[src/rtl/spi_bus_bridge.sv]
// spi_bus_bridge: turns one-cycle SPI read/write strobes into a req/ack register-bus
// transaction with bus timeout, fixed timeout read pattern and sticky error flags. Rev 1.0
`default_nettype none

module spi_bus_bridge #(
  parameter int              ASZ      = 7,
  parameter int              DSZ      = 32,
  parameter int              TMO      = 16,
  parameter logic [DSZ-1:0]  TMO_DATA = 32'hDEADBEEF
) (
  input  logic           clk,
  input  logic           reset_n,
  input  logic [ASZ-1:0] spi_addr,
  input  logic [DSZ-1:0] spi_wdata,
  input  logic           spi_wr_en,
  input  logic           spi_rd_en,
  output logic [DSZ-1:0] spi_rdata,
  output logic [ASZ-1:0] bus_addr,
  output logic [DSZ-1:0] bus_wdata,
  output logic           bus_we,
  output logic           bus_req,
  input  logic           bus_ack,
  input  logic [DSZ-1:0] bus_rdata,
  output logic           busy,
  output logic           err_timeout,
  output logic           err_overrun,
  input  logic           err_clr
);

  localparam int            TW       = (TMO > 2) ? $clog2(TMO) : 1;
  localparam logic [TW-1:0] TMO_LAST = TW'(TMO - 1);

  typedef enum logic {
    IDLE = 1'b0,
    WAIT = 1'b1
  } state_t;

  state_t         state_q;
  logic [TW-1:0]  timer_q;
  logic [DSZ-1:0] rdata_q;
  logic [ASZ-1:0] addr_q;
  logic [DSZ-1:0] wdata_q;
  logic           we_q;
  logic           req_q;
  logic           tmo_flag_q;
  logic           ovr_flag_q;

  logic strobe_d;
  logic ovr_set_d;
  logic tmo_set_d;

  // In WAIT any strobe is dropped; in IDLE only a double strobe is an overrun.
  assign strobe_d  = spi_wr_en | spi_rd_en;
  assign ovr_set_d = (state_q == IDLE) ? (spi_wr_en & spi_rd_en) : strobe_d;
  assign tmo_set_d = (state_q == WAIT) && !bus_ack && (timer_q == TMO_LAST);

  always_ff @(posedge clk or negedge reset_n) begin
    if (!reset_n) begin
      state_q    <= IDLE;
      timer_q    <= '0;
      rdata_q    <= '0;
      addr_q     <= '0;
      wdata_q    <= '0;
      we_q       <= 1'b0;
      req_q      <= 1'b0;
      tmo_flag_q <= 1'b0;
      ovr_flag_q <= 1'b0;
    end else begin
      if (ovr_set_d) begin
        ovr_flag_q <= 1'b1;
      end else if (err_clr) begin
        ovr_flag_q <= 1'b0;
      end

      if (tmo_set_d) begin
        tmo_flag_q <= 1'b1;
      end else if (err_clr) begin
        tmo_flag_q <= 1'b0;
      end

      case (state_q)
        IDLE: begin
          if (strobe_d) begin
            addr_q  <= spi_addr;
            if (spi_wr_en) begin
              wdata_q <= spi_wdata;
            end
            we_q    <= spi_wr_en;
            req_q   <= 1'b1;
            timer_q <= '0;
            state_q <= WAIT;
          end
        end
        WAIT: begin
          // An ack on the final timer cycle still completes the transaction normally.
          if (bus_ack) begin
            req_q <= 1'b0;
            if (!we_q) begin
              rdata_q <= bus_rdata;
            end
            state_q <= IDLE;
          end else if (timer_q == TMO_LAST) begin
            req_q <= 1'b0;
            if (!we_q) begin
              rdata_q <= TMO_DATA;
            end
            state_q <= IDLE;
          end else begin
            timer_q <= timer_q + TW'(1);
          end
        end
        default: begin
          state_q <= IDLE;
        end
      endcase
    end
  end

  assign spi_rdata   = rdata_q;
  assign bus_addr    = addr_q;
  assign bus_wdata   = wdata_q;
  assign bus_we      = we_q;
  assign bus_req     = req_q;
  assign busy        = (state_q == WAIT);
  assign err_timeout = tmo_flag_q;
  assign err_overrun = ovr_flag_q;

endmodule

`default_nettype wire

[config.mk]
export PLATFORM = sky130hd
export DESIGN_NAME = spi_bus_bridge
export DESIGN_NICKNAME = d
export VERILOG_FILES = /design/src/rtl/spi_bus_bridge.sv
export SDC_FILE = /design/constraint.sdc
export NUM_CORES = 1
export LEC_CHECK = 0
export CORE_MARGIN = 4
export CORE_UTILIZATION = 30
export DETAILED_ROUTE_END_ITERATION = 10
export PLACE_DENSITY = 0.68
export SYNTH_ARGS = -nofsm -noshare
export SYNTH_HDL_FRONTEND = slang
export SYNTH_SLANG_ARGS = --single-unit
[constraint.sdc]
create_clock -name clk -period 1.7 [get_ports clk]
set_clock_uncertainty 0.2 [all_clocks]
set_input_delay 0.255 -clock clk [delete_from_list [all_inputs] [get_ports clk]]
set_output_delay 0.255 -clock clk [all_outputs]
set_load 0.05 [all_outputs]
# Word-level counts from Yosys, hierarchy flattened
# Cells that the tools add are included.
# W data, S select, Z words.
[totals]
regBits = 80
out_inout_bits = 76
elab_cells = 50
inputBits = 77
[classes]
mux = 20
reduce_logical = 11
bitwise_logic = 4
addsub = 1
n_eq_ne = 5
[op_table]
columns = ["op", "n"]
rows = [
  ["$mux W32", 4],
  ["$mux W4", 3],
  ["$mux W1", 10],
  ["$reduce_and A3 Y1", 3],
  ["$pmux W4 S2", 1],
  ["$ne A2 B2 Y1 const B", 3],
  ["$reduce_bool A2 Y1", 3],
  ["$add A4 B1 Y4 const B", 1],
  ["$eq A4 B4 Y1 const B", 1],
  ["$pmux W1 S2", 2],
  ["$reduce_and A2 Y1", 2],
  ["$ne A3 B2 Y1 const B", 1],
  ["$logic_and A1 B1 Y1", 2],
  ["$not A1 Y1", 2],
  ["$and A1 B1 Y1", 1],
  ["$logic_not A1 Y1", 1],
  ["$or A1 B1 Y1", 1],
]

# Logic depth before layout (Yosys ltp)
[depth]
ltp_word = 4
mapped_depth = 5
ltp_nobuf = 4

# Worst setup path before layout
# OpenSTA, ideal clock, no wires.
[synth_timing]
path_kind = "register -> register"
from = "register state_q (netlist: busy)"
to = "register wdata_q[10] (netlist: bus_wdata[10])"
synth_period_minus_slack_ps = 1760
arrival_time_ps = 1435
path_stages_with_launch = 6
path_slack_ps = -60
t_required_ps = 1375
setup_time_ps = 125
cell_sequence = "dfrtp_1 > buf_6 > nor2b_4 > buf_6 > buf_12 > mux2_4"
[synth_via]
elab_chain_len = 2
[synth_lines]
columns = ["item", "line_no", "source"]
rows = [
  ["from (decl)", "38", "state_t state_q;"],
  ["from (signal assigned)", "59", "state_q <= IDLE;"],
  ["from (signal assigned)", "91", "state_q <= WAIT;"],
  ["from (signal assigned)", "101", "state_q <= IDLE;"],
  ["$not A1 Y1 (no line)", "--", ""],
  ["$reduce_and A3 Y1 (no line)", "--", ""],
  ["to (signal assigned)", "86", "wdata_q <= spi_wdata;"],
  ["to (decl)", "42", "logic [DSZ-1:0] wdata_q;"],
]
# Every way passes these cells.
# A chain may end at the register's enable or synchronous reset.

# Worst setup path in the final report
[layout_timing]
from = "register timer_q[0]"
to = "register rdata_q[25] (netlist: spi_rdata[25])"
[layout_via]
elab_chain_len = 3
[layout_lines]
columns = ["item", "line_no", "source"]
rows = [
  ["from (decl)", "39", "logic [TW-1:0] timer_q;"],
  ["from (signal assigned)", "109", "timer_q <= timer_q + TW'(1);"],
  ["$eq A4 B4 Y1", "102", "end else if (timer_q == TMO_LAST) begin"],
  ["$reduce_bool A2 Y1 (no line)", "--", ""],
  ["$reduce_and A3 Y1 (no line)", "--", ""],
  ["to (signal assigned)", "99", "rdata_q <= bus_rdata;"],
  ["to (decl)", "40", "logic [DSZ-1:0] rdata_q;"],
]
# Every way passes these cells.

==> implementation parameters <==
Parameter                              Value

Timing
  Unrepaired setup endpoints after global routing    false
  Final worst slack    98.5 ps
  Worst-margin pin slew    454 ps
  Share of the clock period used by the worst path    94.2%
  Minimum clock period    1600 ps
  Slew margin rel.    69.8%
  Max Clk Rate    0.624 GHz
  Hold Violations, Final    0
  Final setup violation count    0
  Hold Worst Slack    202 ps
  Final Max Slew Viols    0

Finish
  Antenna cells    0
  # fillers    855
  Area growth from synthesis to layout    77.7%
  Cell area after layout    0.00574 mm^2
  Share of cells above drive strength 1    42.5%
  Final Net Count    438

Place
  Setup Slack @ Placement    -171 ps
  Placed Instance Area    0.00548 mm^2
  Final HPWL from detailed placement    6410 um
  Weighted congestion at the end of routability-driven global placement    0.736
  Count of port buffers added during placement    152

Critical path
  Critical path capture point type    register
  Worst R2R Setup Slack    100 ps
  WP data required    1720 ps
  Sort of element at the start of the critical path    register
  R2R Path Start    timer_q[0]$_DFFE_PN0P_
  Worst setup path class    reg -> reg
  Maximum fanout along the worst path    12
  Data arrival at the endpoint of the critical path    1630 ps
  Destination of the worst register-to-register timing path    spi_rdata[25]$_DFFE_PN0P_
  Reg2Reg Depth    4

Global route
  Total routing resource utilization after global routing    13.3%
  Global route total overflow    0
  Via count of the first global-routing pass    2431
  Wire length of the first global-routing pass    13200 um
  Maximum number of pins on one net before global-route repair    40
  Antenna violations before repair    0

Floorplanning
  Die X-Extent    112 um
  Floorplan Core Area    0.0104 mm^2
  Num rows    37
  Effective utilization at floorplan    31.0%
  Full die area    0.0125 mm^2
  Die Ht    112 um
  I/O pin total    153

Power
  Leakage    0.00253 uW
  Worst vdd rail ir drop    0.000989 V
  Total Power    12000 uW
  Pwr per Cell Area    2090 mW/mm^2

Synthesis
  Top cell type by total area after synthesis    sky130_fd_sc_hd__dfrtp_1
  Share of flip-flops with an asynchronous set or reset    100%
  Post-synth cell types    31
  Post-synthesis area per instance    16.5 um^2
  Nets in the synthesized netlist    274
  Most instantiated library cell after synthesis    sky130_fd_sc_hd__dfrtp_1
  Commonest cells in the synthesized netlist    sky130_fd_sc_hd__dfrtp_1 (80), sky130_fd_sc_hd__mux2_4 (29), sky130_fd_sc_hd__o22a_1 (24)
  Proportion of synthesized chip area in sequential cells    61.9%
  Area of the mapped netlist    0.00323 mm^2
  Flop and latch count out of synthesis    80
  Most instantiated flip-flop cell in the synthesis netlist    sky130_fd_sc_hd__dfrtp_1
  Mapped Cells    196
  Fraction of post-synthesis cell area in the top cell type by area    61.9%
  Synth area leaders    sky130_fd_sc_hd__dfrtp_1 (62%), sky130_fd_sc_hd__mux2_4 (13%), sky130_fd_sc_hd__o22a_1 (6.5%)
  Count of flip-flops with a built-in enable after synthesis    0
  Yosys warning count    0

Clocking
  Largest buffer count on any clock path    2
  Worst-path clk slew    80 ps
  Cell chosen for the clock root    sky130_fd_sc_hd__clkbuf_8
  Clk sinks    80
  TritonCTS buffer count    9
  H-tree lvl count    3
  Buffers inserted by post-CTS timing repair    0
  Worst-Skew Late Latency    340 ps
  Clock tree from TritonCTS    built

Run status
  Outcome    complete, no violations

Route
  Per-cell routed wire length    17.2 um
  Overall routed net length    8620 um
  Via count    2255
  Number of DRC violations after detailed routing    0
  Iter 0 DRT Violations    102
  Routed Antenna Nets    0
  Length of the first detailed-routing pass in iterations    6
  Via density per instance    4.50

Min path
  Type of the tightest min-delay check    in -> async

Flow run
  Maxcap violations    0
## sequential cells by signal (all words and copies together) (netlist names)
name         flops
bus_wdata       32
bus_addr         7
bus_req          1
err_timeout      1
spi_rdata       32
busy             1
err_overrun      1
timer_q          4
bus_we           1
## kinds of logic (layout without fill, tap and decap cells)
group,count (synthesis),in the layout,share of synthesized area (%)
flip-flops,80,80,61.9
AND/OR/NAND/NOR,17,17,3.49
adder cells (fa/ha/maj),1,1,0.387
AO/OA/AOI/OAI,43,44,11.6
buffers and inverters,13,181,4.68
multiplexers,42,42,17.9
## per-layer routing
| layer | share of wire (%) | GRT usage (%) | vias to the layer above |
|---|---|---|---|
| met5 | 0 | 0 | - |
| met4 | 1.1 | 4.62 | 0 |
| met3 | 7.1 | 4.62 | 9 |
| met2 | 50 | 22.7 | 88 |
| met1 | 42 | 15.5 | 1108 |
| li1 | - | - | 1050 |
## metrics by stage
stage	utilization (%)	setup TNS (ps)	instances
6_report	55.1	0	501
5_1_grt	55.1	0	501
4_1_cts	54.9	0	500
3_5_place_dp	52.6	-6520	483
3_3_place_gp	52.6	-5090	483
2_1_floorplan	-	0	196
## placed cells by master, fill, tap and decap left out, types with 2 or more instances in the layout
| cell | count |
|---|---|
| sky130_fd_sc_hd__buf_4 | 22 |
| sky130_fd_sc_hd__nor2b_4 | 2 |
| sky130_fd_sc_hd__inv_1 | 2 |
| sky130_fd_sc_hd__a22o_1 | 8 |
| sky130_fd_sc_hd__mux2_4 | 29 |
| sky130_fd_sc_hd__o21ai_0 | 2 |
| sky130_fd_sc_hd__buf_12 | 65 |
| sky130_fd_sc_hd__clkdlybuf4s50_1 | 75 |
| sky130_fd_sc_hd__nor2_1 | 2 |
| sky130_fd_sc_hd__o21a_4 | 2 |
| sky130_fd_sc_hd__clkinv_4 | 2 |
| sky130_fd_sc_hd__clkbuf_8 | 10 |
| sky130_fd_sc_hd__dfrtp_1 | 79 |
| sky130_fd_sc_hd__nand2_1 | 5 |
| sky130_fd_sc_hd__a21o_1 | 2 |
| sky130_fd_sc_hd__o22a_1 | 24 |
| sky130_fd_sc_hd__mux2i_1 | 2 |
| sky130_fd_sc_hd__mux2_2 | 11 |
| sky130_fd_sc_hd__bufinv_16 | 2 |
## area by class of cell
class	count	area (um^2)	area share, %
clock buffer	10	138	2.40
clock inverter	6	91.3	1.59
inverter	2	7.51	0.131
multi-input combinational	104	1110	19.3
sequential	80	2000	34.9
tap	136	170	2.96
timing repair buffer	163	2230	38.8
## critical path, cell delays in order, from the launching register on
cell and delay, ps:
sky130_fd_sc_hd__dfrtp_1 420, sky130_fd_sc_hd__ha_2 220, sky130_fd_sc_hd__and3_4 180, sky130_fd_sc_hd__o21a_4 260
sky130_fd_sc_hd__o22a_1 200
## worst max-delay path by stage
stage	to	startpoint
2_1_floorplan	bus_wdata[10]$_DFFE_PN0P_	busy$_DFF_PN0_
3_3_place_gp	bus_wdata[31]$_DFFE_PN0P_	spi_wr_en
3_5_place_dp	bus_wdata[31]$_DFFE_PN0P_	spi_wr_en
4_1_cts	spi_rdata[25]$_DFFE_PN0P_	timer_q[0]$_DFFE_PN0P_
5_1_grt	spi_rdata[17]$_DFFE_PN0P_	timer_q[0]$_DFFE_PN0P_
6_report	spi_rdata[25]$_DFFE_PN0P_	timer_q[0]$_DFFE_PN0P_
## where the power goes
group	internal [uW]	switching (uW)
logic	3430	3540
registers	2670	801
clock network	875	691
total	6980	5030
## timing repair
| item | 4_1_cts | 5_1_grt |
|---|---|---|
| gates resized for setup | 1 | 3 |
| hold buffers | 1 | 0 |
| gates cloned | 0 | 1 |
| endpoints found under the hold margin | 32 | 0 |
| setup endpoints to repair | 8 | 26 |
Note: power is estimated with default switching activity, not from simulation.
